[src/rtl/cpu_defs_pkg.sv]
// Shared CPU definitions: store-size encodings and store-unit FSM states.
package cpu_defs_pkg;

  localparam logic [1:0] SZ_WORD = 2'b00;
  localparam logic [1:0] SZ_HALF = 2'b01;
  localparam logic [1:0] SZ_BYTE = 2'b10;
  localparam logic [1:0] SZ_RSVD = 2'b11;

  typedef enum logic [1:0] {
    ST_IDLE  = 2'd0,
    ST_READ  = 2'd1,
    ST_WAIT  = 2'd2,
    ST_WRITE = 2'd3
  } store_state_t;

  // True when a store request cannot be serviced: reserved size or misaligned.
  function automatic logic store_req_bad(input logic [1:0] size, input logic [1:0] lane);
    logic bad;
    bad = 1'b0;
    case (size)
      SZ_WORD: bad = (lane != 2'b00);
      SZ_HALF: bad = lane[0];
      SZ_BYTE: bad = 1'b0;
      default: bad = 1'b1;
    endcase
    return bad;
  endfunction

endpackage

[src/rtl/lane_merge.sv]
// Little-endian lane merge: overlays the low byte/half of wdata onto rdata.
module lane_merge
  import cpu_defs_pkg::*;
(
  input  logic [31:0] rdata,
  input  logic [31:0] wdata,
  input  logic [1:0]  size,
  input  logic [1:0]  lane,
  output logic [31:0] merged
);

  // Replace only the addressed lanes; everything else passes through from rdata.
  always_comb begin
    merged = rdata;
    case (size)
      SZ_WORD: merged = wdata;
      SZ_HALF: begin
        if (lane[1]) merged[31:16] = wdata[15:0];
        else         merged[15:0]  = wdata[15:0];
      end
      SZ_BYTE: merged[{lane, 3'b000} +: 8] = wdata[7:0];
      default: merged = rdata;
    endcase
  end

endmodule

[src/rtl/store_rmw_unit.sv]
// Store unit: word stores write directly; byte/half stores read the word,
// merge the new lanes in, and write it back.
module store_rmw_unit
  import cpu_defs_pkg::*;
#(
  parameter int ADDR_W = 32,
  parameter int RD_LAT = 1
) (
  input  logic              CLK,
  input  logic              Reset,
  input  logic              start,
  input  logic [1:0]        StoreSize,
  input  logic [ADDR_W-1:0] addr,
  input  logic [31:0]       wdata,
  output logic [ADDR_W-1:0] mem_addr,
  output logic              mem_rd_en,
  input  logic [31:0]       mem_rdata,
  output logic              mem_wr_en,
  output logic [31:0]       mem_wdata,
  output logic              busy,
  output logic              done,
  output logic              err
);

  // Counter preload: zero means the read data arrives in the first WAIT cycle.
  localparam logic [1:0] WAIT_INIT = 2'(RD_LAT - 1);

  store_state_t      state_reg;
  logic [1:0]        size_reg;
  logic [1:0]        lane_reg;
  logic [31:0]       wdata_reg;
  logic [1:0]        cnt_reg;
  logic [ADDR_W-1:0] mem_addr_reg;
  logic              rd_en_reg;
  logic              wr_en_reg;
  logic [31:0]       mem_wdata_reg;
  logic              busy_reg;
  logic              done_reg;
  logic              err_reg;
  logic [31:0]       merged_next;

  // Merge straight from the memory bus so capture and merge happen in one edge.
  lane_merge u_lane_merge (
    .rdata  (mem_rdata),
    .wdata  (wdata_reg),
    .size   (size_reg),
    .lane   (lane_reg),
    .merged (merged_next)
  );

  // Store sequencer with registered memory strobes and status pulses.
  always_ff @(posedge CLK) begin
    if (Reset) begin
      state_reg     <= ST_IDLE;
      size_reg      <= SZ_WORD;
      lane_reg      <= 2'b00;
      wdata_reg     <= '0;
      cnt_reg       <= '0;
      mem_addr_reg  <= '0;
      rd_en_reg     <= 1'b0;
      wr_en_reg     <= 1'b0;
      mem_wdata_reg <= '0;
      busy_reg      <= 1'b0;
      done_reg      <= 1'b0;
      err_reg       <= 1'b0;
    end else begin
      rd_en_reg <= 1'b0;
      wr_en_reg <= 1'b0;
      done_reg  <= 1'b0;
      err_reg   <= 1'b0;
      case (state_reg)
        ST_IDLE: begin
          busy_reg <= 1'b0;
          if (start) begin
            size_reg  <= StoreSize;
            lane_reg  <= addr[1:0];
            wdata_reg <= wdata;
            if (store_req_bad(StoreSize, addr[1:0])) begin
              err_reg <= 1'b1;
            end else begin
              mem_addr_reg <= {addr[ADDR_W-1:2], 2'b00};
              busy_reg     <= 1'b1;
              if (StoreSize == SZ_WORD) begin
                mem_wdata_reg <= wdata;
                wr_en_reg     <= 1'b1;
                done_reg      <= 1'b1;
                state_reg     <= ST_WRITE;
              end else begin
                rd_en_reg <= 1'b1;
                state_reg <= ST_READ;
              end
            end
          end
        end
        ST_READ: begin
          cnt_reg   <= WAIT_INIT;
          state_reg <= ST_WAIT;
        end
        ST_WAIT: begin
          if (cnt_reg == 2'd0) begin
            mem_wdata_reg <= merged_next;
            wr_en_reg     <= 1'b1;
            done_reg      <= 1'b1;
            state_reg     <= ST_WRITE;
          end else begin
            cnt_reg <= cnt_reg - 2'd1;
          end
        end
        ST_WRITE: begin
          busy_reg  <= 1'b0;
          state_reg <= ST_IDLE;
        end
        default: state_reg <= ST_IDLE;
      endcase
    end
  end

  assign mem_addr  = mem_addr_reg;
  assign mem_rd_en = rd_en_reg;
  assign mem_wr_en = wr_en_reg;
  assign mem_wdata = mem_wdata_reg;
  assign busy      = busy_reg;
  assign done      = done_reg;
  assign err       = err_reg;

endmodule

[config.mk]
export PLATFORM = sky130hd
export DESIGN_NAME = store_rmw_unit
export DESIGN_NICKNAME = d
export VERILOG_FILES = /design/src/rtl/cpu_defs_pkg.sv /design/src/rtl/lane_merge.sv /design/src/rtl/store_rmw_unit.sv
export SDC_FILE = /design/constraint.sdc
export NUM_CORES = 1
export LEC_CHECK = 0
export ABC_AREA = 1
export ABC_CLOCK_PERIOD_IN_PS = 2600
export CORE_AREA = 2 2 102 143
export CTS_CLUSTER_DIAMETER = 60
export CTS_CLUSTER_SIZE = 20
export DETAILED_ROUTE_END_ITERATION = 8
export DIE_AREA = 0 0 104 145
export GPL_ROUTABILITY_DRIVEN = 0
export PLACE_DENSITY = 0.71
export SLEW_MARGIN = 20
export SYNTH_ARGS = -nofsm -noshare
export SYNTH_HDL_FRONTEND = slang
export SYNTH_SLANG_ARGS = --single-unit
[constraint.sdc]
create_clock -name CLK -period 2.6 [get_ports CLK]
set_clock_uncertainty 0.2 [all_clocks]
set_input_delay 0.39 -clock CLK [delete_from_list [all_inputs] [get_ports CLK]]
set_output_delay 0.39 -clock CLK [all_outputs]
set_load 0.02 [all_outputs]
==> impl_metrics.py <==
metrics = {
    "status": {
        "status": "finished clean",
    },
    "route": {
        "firstDrtPassIters": 5,
        "drtIter0Drc": 314,
        "drtAntennaViolNets": 0,
        "vias": 6002,
        "routed_wirelength_mm": 17.2,
        "via_per_inst": 4.85,
        "drc_errors": 0,
        "wl_per_cell_um": 13.9,
    },
    "global_route": {
        "grt_max_degree": 50,
        "grt_pass1_wl_mm": 27.5,
        "grt_pass1_vias": 5475,
        "overflow": 0,
        "grt_util_all_layers_pct": 22.3,
        "antenna_found_initial": 0,
    },
    "timing": {
        "fmaxAchievable_mhz": 455,
        "fin_setup_tns_ps": 0,
        "timing.slew.headroom_pct": 52.6,
        "rsz0062_at_grt": "false",
        "tightestPinTransition_ps": 710,
        "hold_viol": 0,
        "final_max_slew_viol_count": 0,
        "finalSetupViolations": 0,
        "period_share_pct": 84.5,
        "min_period_ps": 2200,
    },
    "worst_setup_path": {
        "max_stage_delay_ps": 740,
        "cp-endpoint": "mem_wdata[22]$_SDFFE_PP0P_",
        "worstPathCellList": "inv_2 -> nor2_1 -> nand2_1 -> nand2_1 -> nor2_1 -> nand3_1 -> nand2_1 -> nand2_1 -> nor2_1 -> nor2_1",
        "worst_ep_required_time_ps": 2680,
        "r2r_slack_ps": 400,
        "r2r-end": "mem_wdata[22]$_SDFFE_PP0P_",
        "start_kind": "register",
        "startpoint": "size_reg[1]$_SDFFE_PP0P_",
        "arrival_ps": 2280,
        "r2r-start": "size_reg[1]$_SDFFE_PP0P_",
        "critPathKind": "register to register",
        "crit_fanout": 16,
        "slowest_stage": "dfxtp_1",
        "critPathCaptureType": "register",
        "reg2reg_depth": 10,
    },
    "pwr": {
        "p_leak_nw": 3.48,
        "p_switching_mw": 2.75,
        "p_per_area_nw_per_um2": 894,
        "pwr-share-seq_pct": 33.5,
        "p_comb_share_pct": 44.6,
        "power_mw": 6.97,
        "irDropWorstVdd_uv": 451,
        "clkPwrFrac_pct": 22.0,
        "switching_share_pct": 39.4,
        "p_int_mw": 4.22,
    },
    "clock_network": {
        "cts-htree-levels": 3,
        "cts_sinks": 106,
        "cts_resized": 0,
        "worstSkewPairLatency_ps": 340,
        "hold_buffers": 0,
        "cts_root_buf": "clkbuf_16",
        "cts_buffers": 9,
        "post_cts_buffers": 0,
        "clk_pin_slew_ps": 70,
        "cts_tree": "done",
        "clockBufferDepth": 2,
    },
    "place": {
        "hpwlAfterDp_mm": 12.6,
        "port_buffers": 167,
    },
    "final_layout": {
        "antenna_cells": 0,
        "nets": 1158,
        "syn_to_final_growth_pct": 38.0,
        "final_cell_mix": "287 x nand2_1, 166 x clkdlybuf4s50_1, 116 x a21oi_1, 106 x dfxtp_1, 99 x nor2_1",
        "drive_above_1_share_pct": 6.27,
        "final_common_cell": "nand2_1",
    },
    "die": {
        "core-area_um2": 13800,
        "die_y_um": 145,
        "dieArea_um2": 15100,
        "rows": 51,
        "dieWidth_um": 104,
        "start_util_pct": 41.0,
        "ios": 170,
    },
    "synth": {
        "ys_seq_area_share_pct": 37.5,
        "synthDistinctLibCells": 26,
        "synthCells": 899,
        "syn-cell-area_um2": 5650,
        "synth.avg_cell_area_um2": 6.29,
        "yosysWarnings": 0,
        "ys_ff_latch": 106,
    },
    "min_path": {
        "min_path_cells": 2,
        "hp-class": "register to register",
    },
    "job": {
        "drv_cap": 0,
    },
}
[worst max-delay path: cells and delay by family, from the launching register on]
| kind | cells | cell delay [ps] |
|---|---|---|
| simple gates | 9 | 1070 |
| flops | 1 | 740 |
| buf+inv | 1 | 140 |
[power by group through the flow]
| stage | clock [mW] | combinational [mW] | sequential, mW |
|---|---|---|---|
| after CTS | 1.57 | 3.11 | 2.33 |
| final | 1.53 | 3.11 | 2.33 |
| after floorplan | 0 | 1.73 | 2.57 |
| after global placement | 0 | 3.07 | 2.36 |
| after detailed placement | 0 | 3.09 | 2.36 |
| after global routing | 1.63 | 3.45 | 2.38 |
[routing by layer]
metal	vias to the layer above	part of all wire (%)	track usage, %
met5	-	0	0
met4	0	2.4	8.24
met3	27	7.4	5.62
met2	219	49	39.2
met1	2656	41	25.9
li1	3100	-	-
[cell type report]
class | instances | area, um^2
clock buffer | 12 | 267
clock inverter | 4 | 72.6
fill | 1358 | 5990
inverter | 104 | 390
multi-input combinational | 640 | 2870
sequential | 106 | 2120
tap | 185 | 231
timing repair buffer | 187 | 1840
[per-stage QoR]
stage	cells	area [um^2]	hold slack (ps)	util (%)	worst slack, ps
floorplan	900	5660	230	-	734
global placement	1222	7460	245	54.1	363
detailed placement	1222	7460	249	54.1	325
CTS	1238	7800	259	56.6	449
global route	1238	7800	281	56.6	216
finish	1238	7800	254	56.6	402
[logic make-up after synthesis]
kind of cell / after synthesis / synth area share, %
AND/OR/NAND/NOR: 443 / 31.5
AO/OA/AOI/OAI: 186 / 17.2
buffers and inverters: 154 / 11.7
flip-flops: 106 / 37.5
adder cells (fa/ha/maj): 9 / 1.99
other: 1 / 0.0664
[Yosys cell counts]
cell type	instances	area share [%]
o21ai_0	48	4.3
a21oi_2	2	0.31
nand3_1	35	3.1
nor2_2	5	0.55
buf_2	12	1.1
buf_4	8	1.1
nand2_1	287	19
inv_2	8	0.53
nand4_4	1	0.38
inv_1	96	6.4
buf_6	5	1.0
conb_1	1	0.066
nor2_1	99	6.6
o21ai_2	1	0.15
ha_1	9	2.0
clkbuf_1	25	1.7
dfxtp_1	106	38
nand3b_1	2	0.27
or2_4	1	0.15
o21bai_1	8	1.1
nor3_1	2	0.18
o21ai_1	2	0.18
a21oi_1	116	10
or2_2	9	1.0
nand2_2	2	0.22
o22ai_1	9	1.0
[how the worst min path moves through the flow]
stage / start / end / slack (ps)
floorplan: wdata_reg[18]$_SDFFE_PP0P_ / wdata_reg[18]$_SDFFE_PP0P_ / 230
global placement: wdata_reg[22]$_SDFFE_PP0P_ / wdata_reg[22]$_SDFFE_PP0P_ / 240
detailed placement: wdata_reg[18]$_SDFFE_PP0P_ / wdata_reg[18]$_SDFFE_PP0P_ / 250
CTS: wdata_reg[21]$_SDFFE_PP0P_ / wdata_reg[21]$_SDFFE_PP0P_ / 260
global route: cnt_reg[1]$_SDFFE_PP0P_ / cnt_reg[1]$_SDFFE_PP0P_ / 280
finish: wdata_reg[18]$_SDFFE_PP0P_ / wdata_reg[18]$_SDFFE_PP0P_ / 250
(Power assumes the default switching activity.)
